### src/rtl/eq_mix_pkg.sv
// Shared definitions for the 3-band equalizer recombiner.
// Sample width, FSM state encoding, saturation bounds and sign-extend/clamp helpers.
// Sums are carried at DW+2 bits so three full-scale bands cannot wrap.
package eq_mix_pkg;

    localparam int DW = 23;
    localparam int SW = DW + 2;

    typedef enum logic [1:0] {
        ST_WAIT = 2'd0,
        ST_SUM  = 2'd1,
        ST_OUT  = 2'd2
    } mix_state_t;

    localparam logic signed [SW-1:0] SAT_MAX = {3'b000, {(DW-1){1'b1}}};
    localparam logic signed [SW-1:0] SAT_MIN = {3'b111, {(DW-1){1'b0}}};

    function automatic logic signed [SW-1:0] sext(input logic [DW-1:0] x);
        return {{2{x[DW-1]}}, x};
    endfunction

    function automatic logic over_range(input logic signed [SW-1:0] s);
        return (s > SAT_MAX) || (s < SAT_MIN);
    endfunction

    function automatic logic [DW-1:0] saturate(input logic signed [SW-1:0] s);
        if (s > SAT_MAX)
            return SAT_MAX[DW-1:0];
        else if (s < SAT_MIN)
            return SAT_MIN[DW-1:0];
        else
            return s[DW-1:0];
    endfunction

endpackage

### src/rtl/eq_band_capture.sv
// Per-band capture: rising-edge detect on the ready strobe, sample register and have flag.
// Capture is visible one edge after the strobe rises; cap is combinational for the FSM.
// No backpressure: a new rising edge always overwrites; clr restarts the have flag.
module eq_band_capture #(
    parameter int DW = eq_mix_pkg::DW
) (
    input  logic          clk,
    input  logic          rst,
    input  logic          rdy,
    input  logic [DW-1:0] din,
    input  logic          clr,
    output logic          cap,
    output logic          have,
    output logic [DW-1:0] sample
);

    logic prev;

    // prev resets high so a ready held across reset release is not a new edge
    assign cap = rdy & ~prev;

    // edge history, sample latch and have flag; clr keeps only this cycle's capture
    always_ff @(posedge clk) begin
        if (rst) begin
            prev   <= 1'b1;
            have   <= 1'b0;
            sample <= '0;
        end else begin
            prev <= rdy;
            if (cap)
                sample <= din;
            if (clr)
                have <= cap;
            else if (cap)
                have <= 1'b1;
        end
    end

endmodule

### src/rtl/eq_band_mixer.sv
// Recombines low/mid/high band samples into one saturated mixed sample per frame.
// Latency: 2 edges from the final band capture to the RDYmix pulse (WAIT -> SUM -> OUT).
// No backpressure: output is a one-cycle pulse; late bands are forced to 0 after TIMEOUT.
module eq_band_mixer #(
    parameter int DW      = eq_mix_pkg::DW,
    parameter int TIMEOUT = 255
) (
    input  logic          clk,
    input  logic          rst,
    input  logic [DW-1:0] inLow,
    input  logic          RDYctrllow,
    input  logic [DW-1:0] inMid,
    input  logic          RDYctrlmid,
    input  logic [DW-1:0] inHigh,
    input  logic          RDYctrlhigh,
    output logic [DW-1:0] outMix,
    output logic          RDYmix,
    output logic          satFlag,
    output logic          missFlag,
    output logic          ovrFlag
);

    import eq_mix_pkg::*;

    localparam int          XW   = DW + 2;
    localparam logic [15:0] TMAX = 16'(TIMEOUT - 1);

    logic [2:0]           cap;
    logic [2:0]           have;
    logic [DW-1:0]        smp_low;
    logic [DW-1:0]        smp_mid;
    logic [DW-1:0]        smp_high;
    logic                 clr;
    logic                 all_next;
    logic [DW-1:0]        op_low;
    logic [DW-1:0]        op_mid;
    logic [DW-1:0]        op_high;
    mix_state_t           state;
    logic [15:0]          timer;
    logic                 miss;
    logic signed [XW-1:0] sum_r;

    // SUM hands the have flags over to the next frame
    assign clr      = (state == ST_SUM);
    assign all_next = &(have | cap);

    // a band that never arrived contributes zero
    assign op_low  = have[0] ? smp_low  : '0;
    assign op_mid  = have[1] ? smp_mid  : '0;
    assign op_high = have[2] ? smp_high : '0;

    eq_band_capture #(.DW(DW)) u_low (
        .clk    (clk),
        .rst    (rst),
        .rdy    (RDYctrllow),
        .din    (inLow),
        .clr    (clr),
        .cap    (cap[0]),
        .have   (have[0]),
        .sample (smp_low)
    );

    eq_band_capture #(.DW(DW)) u_mid (
        .clk    (clk),
        .rst    (rst),
        .rdy    (RDYctrlmid),
        .din    (inMid),
        .clr    (clr),
        .cap    (cap[1]),
        .have   (have[1]),
        .sample (smp_mid)
    );

    eq_band_capture #(.DW(DW)) u_high (
        .clk    (clk),
        .rst    (rst),
        .rdy    (RDYctrlhigh),
        .din    (inHigh),
        .clr    (clr),
        .cap    (cap[2]),
        .have   (have[2]),
        .sample (smp_high)
    );

    // frame FSM: collect bands (with timeout), sum, then clamp and emit one pulse
    always_ff @(posedge clk) begin
        if (rst) begin
            state    <= ST_WAIT;
            timer    <= '0;
            miss     <= 1'b0;
            sum_r    <= '0;
            outMix   <= '0;
            RDYmix   <= 1'b0;
            satFlag  <= 1'b0;
            missFlag <= 1'b0;
            ovrFlag  <= 1'b0;
        end else begin
            RDYmix   <= 1'b0;
            satFlag  <= 1'b0;
            missFlag <= 1'b0;
            ovrFlag  <= 1'b0;
            case (state)
                ST_WAIT: begin
                    ovrFlag <= |(cap & have);
                    if (all_next) begin
                        state <= ST_SUM;
                    end else if (|have) begin
                        if (timer == TMAX) begin
                            state <= ST_SUM;
                            miss  <= 1'b1;
                        end else begin
                            timer <= timer + 16'd1;
                        end
                    end
                end
                ST_SUM: begin
                    sum_r <= sext(op_low) + sext(op_mid) + sext(op_high);
                    timer <= '0;
                    state <= ST_OUT;
                end
                ST_OUT: begin
                    outMix   <= saturate(sum_r);
                    RDYmix   <= 1'b1;
                    satFlag  <= over_range(sum_r);
                    missFlag <= miss;
                    miss     <= 1'b0;
                    state    <= ST_WAIT;
                end
                default: begin
                    state <= ST_WAIT;
                end
            endcase
        end
    end

endmodule

### config.mk
export PLATFORM = sky130hd
export DESIGN_NAME = eq_band_mixer
export DESIGN_NICKNAME = d
export VERILOG_FILES = /design/src/rtl/eq_mix_pkg.sv /design/src/rtl/eq_band_capture.sv /design/src/rtl/eq_band_mixer.sv
export SDC_FILE = /design/constraint.sdc
export NUM_CORES = 1
export LEC_CHECK = 0
export ABC_CLOCK_PERIOD_IN_PS = 3440
export BUFFER_PORTS_ARGS = -buffer_cell sky130_fd_sc_hd__buf_2
export CAP_MARGIN = 10
export CORE_MARGIN = 1
export CORE_UTILIZATION = 40
export DETAILED_ROUTE_END_ITERATION = 10
export PLACE_DENSITY = 0.59
export SYNTH_ARGS = -nofsm -noshare
export SYNTH_HDL_FRONTEND = slang
export SYNTH_SLANG_ARGS = --single-unit
### constraint.sdc
create_clock -name clk -period 3.44 [get_ports clk]
set_input_delay 0 -clock clk [delete_from_list [all_inputs] [get_ports clk]]
set_output_delay 0 -clock clk [all_outputs]
set_load 0.1 [all_outputs]
# Word level (Yosys, flattened, before mapping)
# Index checks and enable logic that the tools add are counted.
# op_classes
div_mod_pow	0
n_eq_ne	9
bitwise	10
magnitude_cmp	2
add_sub_neg	3
reduce_logical	15
mux	24
shifts	0
multipliers	0
# op_table
operator	n
23-bit 2-to-1 mux	5
16-bit 2-to-1 mux	3
16-bit case mux with 2 select lines	1
24-bit by 23-bit adder with 25-bit output	1
25-bit by 23-bit > comparator with 1-bit output, second input constant	1
25-bit by 23-bit < comparator with 1-bit output, second input constant	1
23-bit by 23-bit adder with 24-bit output	1
16-bit by 1-bit adder with 16-bit output, second input constant	1
16-bit by 8-bit equality test with 1-bit output, second input constant	1
1-bit 2-to-1 mux	10
2-bit nonzero test	5
2-bit != test, second input constant	4
4-bit AND reduction	2
2-bit 2-to-1 mux	3
3-bit != test, second input constant	2
3-bit OR reduction	2
1-bit NOT	5
2-bit case mux with 2 select lines	1
2-bit OR reduction	2
1-bit AND	3
3-bit AND	1
3-bit bitwise OR	1
3-bit AND reduction	1
2-bit by 1-bit equality test with 1-bit output, second input constant	1
5 further kinds	5
# word_totals
wordCells	81
ramBits	0
rom_bits	0
memories	0
latchBits	0
out_inout_bits	27
inputBits	74
regBits	146

# Logic depth before layout (Yosys ltp)
# depth
ltp_word	6
mapped_depth	13
depth_no_buf	11

# Modules after synthesis
# A second synthesis with hierarchy kept.
# unflattened
cells_unflattened	970
hier_area_um2	8513.2
# by_module_without_submodules
mod	instances	area_per_inst_um2	seq_area_each_um2	cells_per_inst
eq_band_mixer	1	4958.5	1421.4	643
eq_band_capture	3	1184.9	500.5	109

# Worst setup path before layout
# Ideal clock, no wire load.
# synth_timing
path_kind	flip-flop to flip-flop
from	reg u_low.have
to	reg sum_r[21]
stages_incl_launch_ff	14
synth_period_minus_slack_ns	3.573
slack_ns	-0.133
n_path_buf	2
t_required_ns	3.323
setup_ns	0.117
arrival_time_ns	3.456
cell_sequence	dfxtp_1 -> clkbuf_1 -> clkbuf_1 -> nand2_1 -> fa_1 -> inv_1 -> ha_1 -> fa_1 -> a21oi_1 -> o221ai_2 -> a21oi_4 -> nor4_1 -> or4_1 -> a32o_1
# synth_between
elab_chain_len	3
# synth_lines
item	line_no	rtl
start: declaration	eq_band_capture.sv:13	output logic have,
start signal: assignment	eq_band_capture.sv:33	have <= cap;
23-bit 2-to-1 mux	eq_band_mixer.sv:48	assign op_low = have[0] ? smp_low : '0;
23-bit by 23-bit adder with 24-bit output	eq_band_mixer.sv:117	sum_r <= sext(op_low) + sext(op_mid) + sext(op_high);
24-bit by 23-bit adder with 25-bit output	eq_band_mixer.sv:117	
end signal: assignment	eq_band_mixer.sv:117	
end: declaration	eq_band_mixer.sv:41	logic signed [XW-1:0] sum_r;
# Every way passes these cells.
# A chain may end at the register's enable or synchronous reset.

# Worst setup path after layout
# Ends and elaborated chain as after synthesis.

==> flow_metrics.env <==
export IMPL_crit_path_end_kind="flip-flop"
export IMPL_num_vias=6949
export IMPL_fmax_ghz=0.305
export IMPL_cp_cell_sequence="nand2_1 > fa_1 > inv_1 > ha_1 > fa_1 > a21oi_2 > o221ai_2 > a21oi_4 > nor4_1 > or4_1 > a32o_1"
export IMPL_diodes=0
export IMPL_routed_wl_mm=19.1
export IMPL_setup_ws_ns=0.158
export IMPL_ant_nets=0
export IMPL_p_total_w=0.00394
export IMPL_n_fill_cell=1766
export IMPL_nets=1246
export IMPL_pwr_density_cell_nw_per_um2=410
export IMPL_ios=101
export IMPL_met3_usage=0.0341
export IMPL_overflow=0
export IMPL_clk_pin_slew_worst_paths_ns=0.06
export IMPL_setup_viol=0
export IMPL_slew_headroom=0.405
export IMPL_dp_hpwl_mm=13.6
export IMPL_finalNonFillerCells=1365
export IMPL_globalRouteMet1Util=0.292
export IMPL_globalplace_congestion=0.850
export IMPL_die_height_um=139
export IMPL_drive_above_1_share=0.151
export IMPL_crit_slowest_cell="fa_1"
export IMPL_min_period_ns=3.28
export IMPL_required_ns=3.75
export IMPL_crit_top_cell="fa_1"
export IMPL_hold_viol=0
export IMPL_ys_types=60
export IMPL_dieArea_um2=19400
export IMPL_fin_setup_tns_ns=0
export IMPL_drt_vias_per_instance=5.09
export IMPL_crit_arrival_ns=3.60
export IMPL_grt_pass1_wl_mm=31.5
export IMPL_synth_flop_cell="dfxtp_1"
export IMPL_grt_max_degree=70
export IMPL_maxCapViolations=0
export IMPL_ir_worst_vdd_uv=311
export IMPL_cts_root_buffer="clkbuf_16"
export IMPL_skew_ns=0.0161
export IMPL_wl_per_cell_um=14.0
export IMPL_top_usage_layer="met2"
export IMPL_outcome="complete, no violations"
export IMPL_start_util=0.415
export IMPL_grt_pass1_vias=6370
export IMPL_synthArstFlopShare=0
export IMPL_rsz0062_at_grt="false"
export IMPL_path_class="flip-flop to flip-flop"
export IMPL_grt_usage=0.201
export IMPL_drv_slew=0
export IMPL_htreeDepth=4
export IMPL_tightest_slew_ns=0.890
export IMPL_cts_sinks=146
export IMPL_synthTopCellsByArea="dfxtp_1 39%, nand2_1 12%, a21oi_1 8.4%, fa_1 6.4%, ha_1 4.1%"
export IMPL_insertion_delay_ns=0.43
export IMPL_drtIter0Drc=501
export IMPL_synth_edf_count=0
export IMPL_syn_nets=1100
export IMPL_dp_cells=1261
export IMPL_cts_setup_buffers=0
export IMPL_netlist_area_leader_share=0.387
export IMPL_yosys_area_top_type="dfxtp_1"
export IMPL_core_area_um2=18200
export IMPL_hp_class="primary input to flip-flop"
export IMPL_startpoint_type="flip-flop"
export IMPL_antenna_found_initial=0
export IMPL_cp_max_fo=6
export IMPL_drc_errors=0
export IMPL_dp_slack_ns=0.136
export IMPL_cts_buffer_depth=2
export IMPL_ys_seq_area_frac=0.387
export IMPL_cp_top_family="adder cells"
export IMPL_die_w_um=139
export IMPL_rows=49
export IMPL_cp_buffers_inverters=1
export IMPL_period_share=0.954
export IMPL_cts_buffers_inserted=17
export IMPL_ys_ff_latch=146
export IMPL_yosys_warnings=0
export IMPL_firstDrtPassIters=5
export IMPL_syn_area_um2=7550
export IMPL_area_delta_synth_final_pct=27.0
export IMPL_p_leak_nw=4.05
export IMPL_avgSynthCellArea_um2=7.73
export IMPL_use_met2=0.303
export IMPL_synthCells=977
export IMPL_cts_tree="yes"
export IMPL_port_buffers=100
export IMPL_slowest_delay_ns=0.54
[cell families after synthesis]
| family | share of synthesized area |
|---|---|
| compound gates | 0.179 |
| xor+xnor | 0.0174 |
| fa+ha+maj | 0.105 |
| buf+inv | 0.0623 |
| flops | 0.387 |
| mux | 0.00530 |
| simple gates | 0.243 |
[worst register-to-register path: stages, from the launching register on]
cell	delay (ns)
dfxtp_1	0.40
nand2_1	0.10
fa_1	0.54
inv_1	0.04
ha_1	0.23
fa_1	0.45
a21oi_2	0.19
o221ai_2	0.16
a21oi_4	0.23
nor4_1	0.09
or4_1	0.48
a32o_1	0.25
[metal layers]
metal / vias to the layer above / part of all wire
met5: - / 0
li1: 3580 / -
met1: 3171 / 0.52
met4: 0 / 0.013
met3: 18 / 0.043
met2: 180 / 0.42
[final timing paths]
check	to	slack, ns	depth (start not counted)	startpoint
worst max-delay path	sum_r[21]$_SDFFE_PP0P_	0.16	11	u_low.have$_SDFFE_PP0P_
worst min-delay path	u_mid.sample[20]$_SDFFE_PP0P_	0.12	2	rst
worst max register to register	sum_r[21]$_SDFFE_PP0P_	0.16	11	u_low.have$_SDFFE_PP0P_
worst min register to register	u_mid.sample[16]$_SDFFE_PP0P_	0.46	2	u_mid.sample[16]$_SDFFE_PP0P_
[flip-flops by register name, indices dropped and copies added (netlist names), 2 cells and up]
register	flops
outMix	23
state	2
sum_r	25
timer	16
u_high.sample	23
u_low.sample	23
u_mid.sample	23
[placed cells by master (no fill, tap or decap), types with 10 or more instances in the layout]
cell           synthesis  routed
a21oi_1              126     125
a31oi_1               10      10
buf_2                  4      99
buf_4                  0      23
clkbuf_16              0      17
dfxtp_1              146     146
dlygate4sd3_1          0      72
fa_1                  24      24
ha_1                  25      25
inv_1                 55      55
nand2_1              251     251
nor2_1                61      61
nor3_1                33      33
o21ai_0               12      12
xnor2_1               13      13
[cell type report]
type	instances	area [um^2]	area share
repair buffers	194	1390	0.145
well taps	229	287	0.0299
flip-flops and latches	146	2920	0.305
inverters	55	206	0.0215
clock buffers	19	453	0.0472
clock inverters	13	149	0.0155
multi-input cells	709	4180	0.436
[what timing repair did]
item                                   CTS  global route
setup endpoints to repair                0             2
gates resized for setup                  0             3
endpoints found under the hold margin   72             0
hold buffers                            72             0
[cells in the mapped netlist (3+ instances only)]
cell type,count
or3_1,8
a21oi_1,126
a31oi_1,10
a21o_1,5
or2_2,3
o21bai_1,4
and3_1,6
a211oi_1,7
o211ai_1,8
nor3_1,33
nand4_1,8
nand2_1,251
or4_1,3
a41o_1,5
and2_1,7
dfxtp_1,146
clkbuf_1,53
xnor2_1,13
nand2b_1,8
nor4_1,6
nor2b_1,8
nand3_1,7
a211o_1,4
nand3b_1,7
mux2i_1,4
buf_2,4
fa_1,24
o21ai_1,8
inv_1,55
o31ai_1,6
nor2_1,61
o21ai_0,12
buf_1,9
ha_1,25
[metrics by stage]
stage          hold WS, ns   util  area (um^2)
3_5_place_dp         0.222  0.453         8250
5_1_grt              0.141  0.527         9590
2_1_floorplan        0.107      -         7560
4_1_cts              0.113  0.526         9570
3_3_place_gp         0.215  0.453         8250
6_report             0.122  0.527         9590
[power by group]
| group | total [W] | internal [W] | switching (W) |
|---|---|---|---|
| clock | 0.00188 | 0.00112 | 0.000758 |
| combinational | 0.000306 | 0.000143 | 0.000163 |
| sequential | 0.00175 | 0.00173 | 0.0000263 |
Note: power is estimated with default switching activity, not from simulation.
